`config.mk`:
```
export PLATFORM = sky130hd
export DESIGN_NAME = alu_iter_flat
export DESIGN_NICKNAME = d
export VERILOG_FILES = /design/src/rtl/alu_iter_if.sv /design/src/rtl/alu_iter.sv /design/src/flat_wrapper.sv
export SDC_FILE = /design/constraint.sdc
export NUM_CORES = 1
export LEC_CHECK = 0
export ABC_CLOCK_PERIOD_IN_PS = 7550
export CAP_MARGIN = 40
export CORE_UTILIZATION = 50
export CTS_BUF_LIST = sky130_fd_sc_hd__clkbuf_4 sky130_fd_sc_hd__clkbuf_8
export CTS_CLUSTER_SIZE = 20
export DETAILED_ROUTE_END_ITERATION = 8
export PLACE_DENSITY = 0.73
export SYNTH_ARGS = -nofsm -noshare
export SYNTH_HDL_FRONTEND = slang
export SYNTH_SLANG_ARGS = --single-unit
```
`constraint.sdc`:
```
create_clock -name clk -period 7.55 [get_ports clk]
set_clock_uncertainty 0.2 [all_clocks]
set_input_delay 1.51 -clock clk [delete_from_list [all_inputs] [get_ports clk]]
set_output_delay 1.51 -clock clk [all_outputs]
set_load 0.005 [all_outputs]
```
`src/rtl/alu_iter_if.sv`:
```
`default_nettype none
// +----------------------------------------------------------------------------+
// | Module   : alu_iter_if                                                     |
// | Purpose  : Control-unit <-> iterative ALU bundle (request, operands, flags |
// |            and completion/result signals).                                 |
// | Revision : 1.0                                                             |
// +----------------------------------------------------------------------------+
interface alu_iter_if #(
    parameter int W    = 8,
    parameter int NREG = 4
);
    logic              ealu;
    logic              start;
    logic [4:0]        op;
    logic [NREG-1:0]   tgt1;
    logic [NREG-1:0]   tgt2;
    logic [NREG*W-1:0] dr_flat;
    logic [7:0]        flags_in;
    logic              busy;
    logic              done;
    logic [W-1:0]      dout;
    logic [W-1:0]      dout_hi;
    logic [7:0]        flags_out;
    logic              jmp;

    modport master (
        output ealu, start, op, tgt1, tgt2, dr_flat, flags_in,
        input  busy, done, dout, dout_hi, flags_out, jmp
    );

    modport slave (
        input  ealu, start, op, tgt1, tgt2, dr_flat, flags_in,
        output busy, done, dout, dout_hi, flags_out, jmp
    );
endinterface
`default_nettype wire

```
`src/rtl/alu_iter.sv`:
```
`default_nettype none
// +----------------------------------------------------------------------------+
// | Module   : alu_iter                                                        |
// | Purpose  : Multi-cycle ALU; single-cycle logic/arith ops, shift-add MUL    |
// |            and restoring DIV, with start/busy/done handshake.              |
// | Revision : 1.0                                                             |
// +----------------------------------------------------------------------------+
module alu_iter #(
    parameter int W    = 8,
    parameter int NREG = 4
) (
    input  logic      clk,
    input  logic      rst,
    alu_iter_if.slave bus
);

    localparam logic [4:0] c_OP_ADD = 5'd0;
    localparam logic [4:0] c_OP_SUB = 5'd1;
    localparam logic [4:0] c_OP_ADC = 5'd2;
    localparam logic [4:0] c_OP_SBB = 5'd3;
    localparam logic [4:0] c_OP_MUL = 5'd4;
    localparam logic [4:0] c_OP_DIV = 5'd5;
    localparam logic [4:0] c_OP_INC = 5'd6;
    localparam logic [4:0] c_OP_DEC = 5'd7;
    localparam logic [4:0] c_OP_SHL = 5'd8;
    localparam logic [4:0] c_OP_SHR = 5'd9;
    localparam logic [4:0] c_OP_NOT = 5'd10;
    localparam logic [4:0] c_OP_NEG = 5'd11;
    localparam logic [4:0] c_OP_AND = 5'd12;
    localparam logic [4:0] c_OP_OR  = 5'd13;
    localparam logic [4:0] c_OP_JMP = 5'd16;
    localparam logic [4:0] c_OP_JA  = 5'd17;
    localparam logic [4:0] c_OP_JB  = 5'd18;
    localparam logic [4:0] c_OP_JE  = 5'd19;

    localparam logic [1:0] c_K_RES  = 2'd0;
    localparam logic [1:0] c_K_JUMP = 2'd1;
    localparam logic [1:0] c_K_RSVD = 2'd2;

    localparam logic [0:0] c_ST_IDLE = 1'b0;
    localparam logic [0:0] c_ST_ITER = 1'b1;

    localparam int           c_CW    = $clog2(W + 1);
    localparam logic [W-1:0] c_WIDTH = W'(W);
    localparam logic [W-1:0] c_SMAX  = {1'b0, {(W-1){1'b1}}};
    localparam logic [W-1:0] c_SMIN  = {1'b1, {(W-1){1'b0}}};

    logic [0:0]      r_state;
    logic            r_busy;
    logic            r_done;
    logic [W-1:0]    r_dout;
    logic [W-1:0]    r_dout_hi;
    logic [7:0]      r_flags;
    logic            r_jmp;
    logic [c_CW-1:0] r_count;
    logic            r_div;
    logic [W-1:0]    r_b;
    logic [W-1:0]    r_hi;
    logic [W-1:0]    r_lo;
    logic [2:0]      r_fl_hi;

    logic [W-1:0] w_a;
    logic [W-1:0] w_b;
    logic         w_accept;
    logic [W:0]   w_sum;
    logic [W-1:0] w_res;
    logic [W-1:0] w_res_hi;
    logic         w_cf;
    logic         w_of;
    logic         w_dz;
    logic [1:0]   w_kind;
    logic         w_jmp;
    logic         w_iter;
    logic [7:0]   w_flags_res;

    logic [W:0]   w_madd;
    logic [W:0]   w_rsh;
    logic [W:0]   w_diff;
    logic [W-1:0] w_step_hi;
    logic [W-1:0] w_step_lo;
    logic         w_fin_cf;
    logic         w_fin_zf;
    logic         w_fin_sf;
    logic [7:0]   w_fin_flags;

    // Scanning from the top down lets the lowest set select bit win.
    always_comb begin
        w_a = bus.dr_flat[W-1:0];
        w_b = bus.dr_flat[W-1:0];
        for (int i = NREG - 1; i >= 0; i--) begin
            if (bus.tgt1[i]) w_a = bus.dr_flat[i*W +: W];
            if (bus.tgt2[i]) w_b = bus.dr_flat[i*W +: W];
        end
    end

    assign w_accept = bus.ealu && bus.start && !r_busy;

    always_comb begin
        w_sum    = '0;
        w_res    = '0;
        w_res_hi = '0;
        w_cf     = bus.flags_in[0];
        w_of     = 1'b0;
        w_dz     = 1'b0;
        w_kind   = c_K_RES;
        w_jmp    = 1'b0;
        w_iter   = 1'b0;
        case (bus.op)
            c_OP_ADD, c_OP_ADC: begin
                w_sum = {1'b0, w_a} + {1'b0, w_b}
                      + {{W{1'b0}}, (bus.op == c_OP_ADC) & bus.flags_in[0]};
                w_res = w_sum[W-1:0];
                w_cf  = w_sum[W];
                w_of  = (w_a[W-1] == w_b[W-1]) && (w_res[W-1] != w_a[W-1]);
            end
            c_OP_SUB, c_OP_SBB: begin
                w_sum = {1'b0, w_a} - {1'b0, w_b}
                      - {{W{1'b0}}, (bus.op == c_OP_SBB) & bus.flags_in[0]};
                w_res = w_sum[W-1:0];
                w_cf  = w_sum[W];
                w_of  = (w_a[W-1] != w_b[W-1]) && (w_res[W-1] != w_a[W-1]);
            end
            c_OP_INC: begin
                w_res = w_a + {{(W-1){1'b0}}, 1'b1};
                w_of  = (w_a == c_SMAX);
            end
            c_OP_DEC: begin
                w_res = w_a - {{(W-1){1'b0}}, 1'b1};
                w_of  = (w_a == c_SMIN);
            end
            c_OP_NEG: begin
                w_res = {W{1'b0}} - w_a;
                w_cf  = |w_a;
                w_of  = (w_a == c_SMIN);
            end
            c_OP_NOT: begin
                w_res = ~w_a;
                w_cf  = 1'b0;
            end
            c_OP_AND: begin
                w_res = w_a & w_b;
                w_cf  = 1'b0;
            end
            c_OP_OR: begin
                w_res = w_a | w_b;
                w_cf  = 1'b0;
            end
            // The extra bit beside A catches the last bit shifted out.
            c_OP_SHL: begin
                if (w_b == '0) begin
                    w_res = w_a;
                end else if (w_b >= c_WIDTH) begin
                    w_cf = 1'b0;
                end else begin
                    w_sum = {1'b0, w_a} << w_b;
                    w_res = w_sum[W-1:0];
                    w_cf  = w_sum[W];
                end
            end
            c_OP_SHR: begin
                if (w_b == '0) begin
                    w_res = w_a;
                end else if (w_b >= c_WIDTH) begin
                    w_cf = 1'b0;
                end else begin
                    w_sum = {w_a, 1'b0} >> w_b;
                    w_res = w_sum[W:1];
                    w_cf  = w_sum[0];
                end
            end
            c_OP_MUL: begin
                w_cf   = 1'b0;
                w_iter = (w_b != '0);
            end
            c_OP_DIV: begin
                w_cf   = 1'b0;
                w_iter = (w_b != '0);
                w_res    = '1;
                w_res_hi = w_a;
                w_dz     = 1'b1;
            end
            c_OP_JMP: begin
                w_kind = c_K_JUMP;
                w_jmp  = 1'b1;
            end
            c_OP_JA: begin
                w_kind = c_K_JUMP;
                w_jmp  = !bus.flags_in[0] && !bus.flags_in[1];
            end
            c_OP_JB: begin
                w_kind = c_K_JUMP;
                w_jmp  = bus.flags_in[0];
            end
            c_OP_JE: begin
                w_kind = c_K_JUMP;
                w_jmp  = bus.flags_in[1];
            end
            default: begin
                w_kind = c_K_RSVD;
            end
        endcase
    end

    assign w_flags_res = {bus.flags_in[7:5], w_dz, w_of, w_res[W-1], ~|w_res, w_cf};

    // One iteration: shift-add multiply (product grows into r_hi while the
    // multiplier drains out of r_lo) or restoring divide (quotient bits
    // shift into r_lo, partial remainder in r_hi).
    always_comb begin
        w_madd = {1'b0, r_hi} + (r_lo[0] ? {1'b0, r_b} : {(W+1){1'b0}});
        w_rsh  = {r_hi, r_lo[W-1]};
        w_diff = w_rsh - {1'b0, r_b};
        if (r_div) begin
            w_step_hi = w_diff[W] ? w_rsh[W-1:0] : w_diff[W-1:0];
            w_step_lo = {r_lo[W-2:0], ~w_diff[W]};
        end else begin
            w_step_hi = w_madd[W:1];
            w_step_lo = {w_madd[0], r_lo[W-1:1]};
        end
    end

    always_comb begin
        if (r_div) begin
            w_fin_cf = 1'b0;
            w_fin_zf = ~|w_step_lo;
            w_fin_sf = w_step_lo[W-1];
        end else begin
            w_fin_cf = |w_step_hi;
            w_fin_zf = ~|{w_step_hi, w_step_lo};
            w_fin_sf = w_step_hi[W-1];
        end
    end

    assign w_fin_flags = {r_fl_hi, 1'b0, w_fin_cf, w_fin_sf, w_fin_zf, w_fin_cf};

    always_ff @(posedge clk) begin
        if (rst) begin
            r_state   <= c_ST_IDLE;
            r_busy    <= 1'b0;
            r_done    <= 1'b0;
            r_dout    <= '0;
            r_dout_hi <= '0;
            r_flags   <= '0;
            r_jmp     <= 1'b0;
            r_count   <= '0;
            r_div     <= 1'b0;
            r_b       <= '0;
            r_hi      <= '0;
            r_lo      <= '0;
            r_fl_hi   <= '0;
        end else begin
            r_done <= 1'b0;
            case (r_state)
                c_ST_IDLE: begin
                    if (w_accept) begin
                        if (w_iter) begin
                            r_state <= c_ST_ITER;
                            r_busy  <= 1'b1;
                            r_count <= c_CW'(W);
                            r_div   <= (bus.op == c_OP_DIV);
                            r_b     <= w_b;
                            r_hi    <= '0;
                            r_lo    <= w_a;
                            r_fl_hi <= bus.flags_in[7:5];
                        end else begin
                            r_done <= 1'b1;
                            case (w_kind)
                                c_K_RES: begin
                                    r_dout    <= w_res;
                                    r_dout_hi <= w_res_hi;
                                    r_flags   <= w_flags_res;
                                    r_jmp     <= 1'b0;
                                end
                                c_K_JUMP: begin
                                    r_flags <= bus.flags_in;
                                    r_jmp   <= w_jmp;
                                end
                                default: begin
                                    r_dout    <= '0;
                                    r_dout_hi <= '0;
                                    r_flags   <= bus.flags_in;
                                    r_jmp     <= 1'b0;
                                end
                            endcase
                        end
                    end
                end
                c_ST_ITER: begin
                    r_hi    <= w_step_hi;
                    r_lo    <= w_step_lo;
                    r_count <= r_count - c_CW'(1);
                    if (r_count == c_CW'(1)) begin
                        r_state   <= c_ST_IDLE;
                        r_busy    <= 1'b0;
                        r_done    <= 1'b1;
                        r_dout    <= w_step_lo;
                        r_dout_hi <= w_step_hi;
                        r_flags   <= w_fin_flags;
                        r_jmp     <= 1'b0;
                    end
                end
                default: r_state <= c_ST_IDLE;
            endcase
        end
    end

    assign bus.busy      = r_busy;
    assign bus.done      = r_done;
    assign bus.dout      = r_dout;
    assign bus.dout_hi   = r_dout_hi;
    assign bus.flags_out = r_flags;
    assign bus.jmp       = r_jmp;

endmodule
`default_nettype wire

```
`src/flat_wrapper.sv`:
```
// flat-port wrapper written by rule: the top's interface ports become plain ports
module alu_iter_flat 
#(
    parameter int W    = 8,
    parameter int NREG = 4
)
  (clk, rst, bus_ealu, bus_start, bus_op, bus_tgt1, bus_tgt2, bus_dr_flat, bus_flags_in, bus_busy, bus_done, bus_dout, bus_dout_hi, bus_flags_out, bus_jmp);
  alu_iter_if #(.W(W), .NREG(NREG)) bus_i ();
  input  logic clk;
  input  logic rst;
  input wire logic [$bits(bus_i.ealu)-1:0] bus_ealu;
  input wire logic [$bits(bus_i.start)-1:0] bus_start;
  input wire logic [$bits(bus_i.op)-1:0] bus_op;
  input wire logic [$bits(bus_i.tgt1)-1:0] bus_tgt1;
  input wire logic [$bits(bus_i.tgt2)-1:0] bus_tgt2;
  input wire logic [$bits(bus_i.dr_flat)-1:0] bus_dr_flat;
  input wire logic [$bits(bus_i.flags_in)-1:0] bus_flags_in;
  output wire logic [$bits(bus_i.busy)-1:0] bus_busy;
  output wire logic [$bits(bus_i.done)-1:0] bus_done;
  output wire logic [$bits(bus_i.dout)-1:0] bus_dout;
  output wire logic [$bits(bus_i.dout_hi)-1:0] bus_dout_hi;
  output wire logic [$bits(bus_i.flags_out)-1:0] bus_flags_out;
  output wire logic [$bits(bus_i.jmp)-1:0] bus_jmp;
  assign bus_i.ealu = bus_ealu;
  assign bus_i.start = bus_start;
  assign bus_i.op = bus_op;
  assign bus_i.tgt1 = bus_tgt1;
  assign bus_i.tgt2 = bus_tgt2;
  assign bus_i.dr_flat = bus_dr_flat;
  assign bus_i.flags_in = bus_flags_in;
  assign bus_busy = bus_i.busy;
  assign bus_done = bus_i.done;
  assign bus_dout = bus_i.dout;
  assign bus_dout_hi = bus_i.dout_hi;
  assign bus_flags_out = bus_i.flags_out;
  assign bus_jmp = bus_i.jmp;
  alu_iter #(.W(W), .NREG(NREG)) u_core (.clk(clk), .rst(rst), .bus(bus_i));
endmodule
```
==> results <==
-- state kept, by name, indices dropped and copies added, names as in the netlist --
signal and flops:
u_core.r_state 1, u_core.bus.busy 1, u_core.bus.dout_hi 8, u_core.bus.jmp 1, u_core.bus.dout 8, u_core.bus.flags_out 8, u_core.r_b 8, u_core.r_fl_hi 3
u_core.r_div 1, u_core.r_hi 8, u_core.bus.done 1, u_core.r_count 4, u_core.r_lo 8
-- stage by stage --
step | util [%] | cells | power, mW
3_3_place_gp | 58.8 | 1156 | 0.785
6_report | 60.5 | 1174 | 1.09
2_1_floorplan | - | 938 | 0.636
3_5_place_dp | 59.0 | 1158 | 0.787
5_1_grt | 60.5 | 1174 | 1.15
4_1_cts | 60.5 | 1174 | 1.09
-- worst paths after layout --
| kind | cells past startpoint | slack [ns] | end |
|---|---|---|---|
| worst min-delay path | 2 | 0.27 | u_core.r_fl_hi[1] |
| worst min register to register | 2 | 0.27 | u_core.r_fl_hi[1] |
| worst max register to register | 15 | 3.40 | u_core.bus.flags_out[1] |
| worst max-delay path | 15 | 0.81 | u_core.bus.flags_out[1] |
-- cell type report --
class,count,area [um^2]
tap,176,220
multi-input combinational,764,5230
clock inverter,7,76.3
fill,1254,5280
inverter,48,185
sequential,60,1200
clock buffer,9,124
timing repair buffer,110,1040
-- power by group through the flow --
stage / clock network (mW) / registers, mW / logic, mW
floorplan: 0 / 0.339 / 0.297
global placement: 0 / 0.339 / 0.446
detailed placement: 0 / 0.339 / 0.448
CTS: 0.305 / 0.332 / 0.450
global route: 0.315 / 0.333 / 0.500
finish: 0.298 / 0.332 / 0.463
-- per-layer routing --
metal  routed length [um]  share of wire, %  GRT usage, %
met3                 2470                10          7.61
met4                  792               3.4          12.7
met2                10200                43          50.0
met1                10100                43          44.7
met5                    0                 0             0
-- layout by cell type, fill, tap and decap left out, types with 10 or more instances in the layout --
cell type / n
a211oi_1: 29
a21o_1: 12
a21oi_1: 91
a221oi_1: 11
a22oi_1: 10
and2_1: 12
buf_4: 26
clkdlybuf4s50_1: 82
dfxtp_1: 60
ha_1: 53
inv_1: 40
mux2i_1: 29
nand2_1: 82
nand2b_1: 14
nand3_1: 14
nand4_1: 11
nor2_1: 96
nor2b_1: 17
nor3_1: 27
nor4_1: 10
o211ai_1: 10
o21ai_0: 40
xnor2_1: 20
-- logic make-up after synthesis --
kind of cell	share of synthesized area [%]
xor+xnor	3.56
simple gates	26.0
fa+ha+maj	11.7
compound gates	29.2
mux	5.36
flops	17.4
buf+inv	6.78
-- worst max-delay path: cells and delay by family --
family	cells	cell delay, ns
buf+inv	2	0.79
simple gates	6	2.52
compound gates	5	1.04
fa+ha+maj	2	0.97
==> flow_summary.toml <==
[place]
dpl-instance-area_um2 = 7870
hpwl_um = 17800
place_congestion = 0.979
dp_slack_ns = 0.536
portBuffers = 83

[clock_tree]
post-cts-setup-buffers = 0
cts.repair.resized = 0
insertion_delay_ns = 0.36
cts_tree = "built"
cts.clk_slew.worst_paths_ns = 0.08
clock_sinks = 60
clockBufferDepth = 2
cts-root-buf = "clkbuf_8"
cts_hold_buffers = 0
cts-htree-levels = 3
cts_buffers = 9

[min_path]
min-delay-start = "u_core.r_fl_hi[1]"
hold_path.class = "reg -> reg"

[global_routing]
antenna_found_initial = 0
grt_pass1_vias = 6771
groute.usage.overall_pct = 32.8
grt_pass1_wl_um = 36900
overflow = 0
grt_max_degree = 49

[timing]
setup-violations-final = 0
whs_ns = 0.265
fmax_mhz = 148
setup_ws_ns = 0.807
slew_viol_final = 0
tns_ns = 0
rsz0062_at_grt = "no"
fin_crit_sh_pct = 89.3
worst_pin_slew_ns = 0.953
hold_viol = 0
fin_crit_ns = 6.74
maxSlewHeadroom_pct = 36.3

[power]
p_sw_share_pct = 38.7
seqPwrFrac_pct = 30.4
powerDensity_nw_per_um2 = 135
ir_drop_mv = 0.121
pwr-share-clk_pct = 27.3
p_leak_nw = 3.09
power_switching_mw = 0.424
internal-power_mw = 0.670
power_frac_comb_pct = 42.4

[synth]
synthCells = 938
synth.most_common_cell = "nor2_1"
synthTopCellsByArea = "dfxtp_1 17%, ha_1 9.6%, a21oi_1 6.6%"
syn-num-nets = 1055
synth_edf_count = 0
synth_top_cell_area_share_pct = 17.4
synth_top_cell_by_area = "dfxtp_1"
async_reset_ff_share_pct = 0
synth_area_um2 = 6890
synth_seq_area_share_pct = 17.4
ys_ff_latch = 60
postSynthAreaPerCell_um2 = 7.34
ys_types = 83
synthTopCellsByCount = "97 x nor2_1, 91 x a21oi_1, 82 x nand2_1"
ys.warnings.count = 0
synthFlopType = "dfxtp_1"

[worst_setup_path]
worst_ep_arrival_time_ns = 6.83
critPathLaunch = "bus_tgt1[0]"
cp_slowest_cell = "or4b_1"
cp_max_fo = 13
path_cells = "clkdlybuf4s50_1, or4b_1, nor2_1, or3_1, inv_2, fa_1, fa_1, a21o_1, a211oi_1, nor3_1, a211oi_1, o211ai_1, or4_1, or4_1, a31oi_1"
cp.required_ns = 7.64
crit_type = "in -> reg"
cp_slowest_stage_delay_ns = 0.75
endpoint_kind = "flop"
r2r_start = "u_core.r_lo[7]"
start_kind = "input pin"

[routing]
drt_iter0_drc = 960
viasPerCell = 6.47
dr_total_vias = 7593
drtPass1Iterations = 6
drc_errors = 0
drtAntennaViolNets = 0
avgRoutedWirePerCell_um = 20.0
wl_um = 23500

[layout]
n_antenna_cell = 0
nNetsFinal = 1110
layout-drive-gt1-share_pct = 8.32
finalInstanceArea_um2 = 8070
area_delta_synth_final_pct = 17.2

[die]
die-area_um2 = 14200
die_x_um = 119
fp-row-count = 42
core_area_um2 = 13300
die_h_um = 119
start_util_pct = 51.6
io_pins = 84

[job]
cap_violations = 0

[run_status]
status = "finished clean"
(Power assumes the default switching activity.)
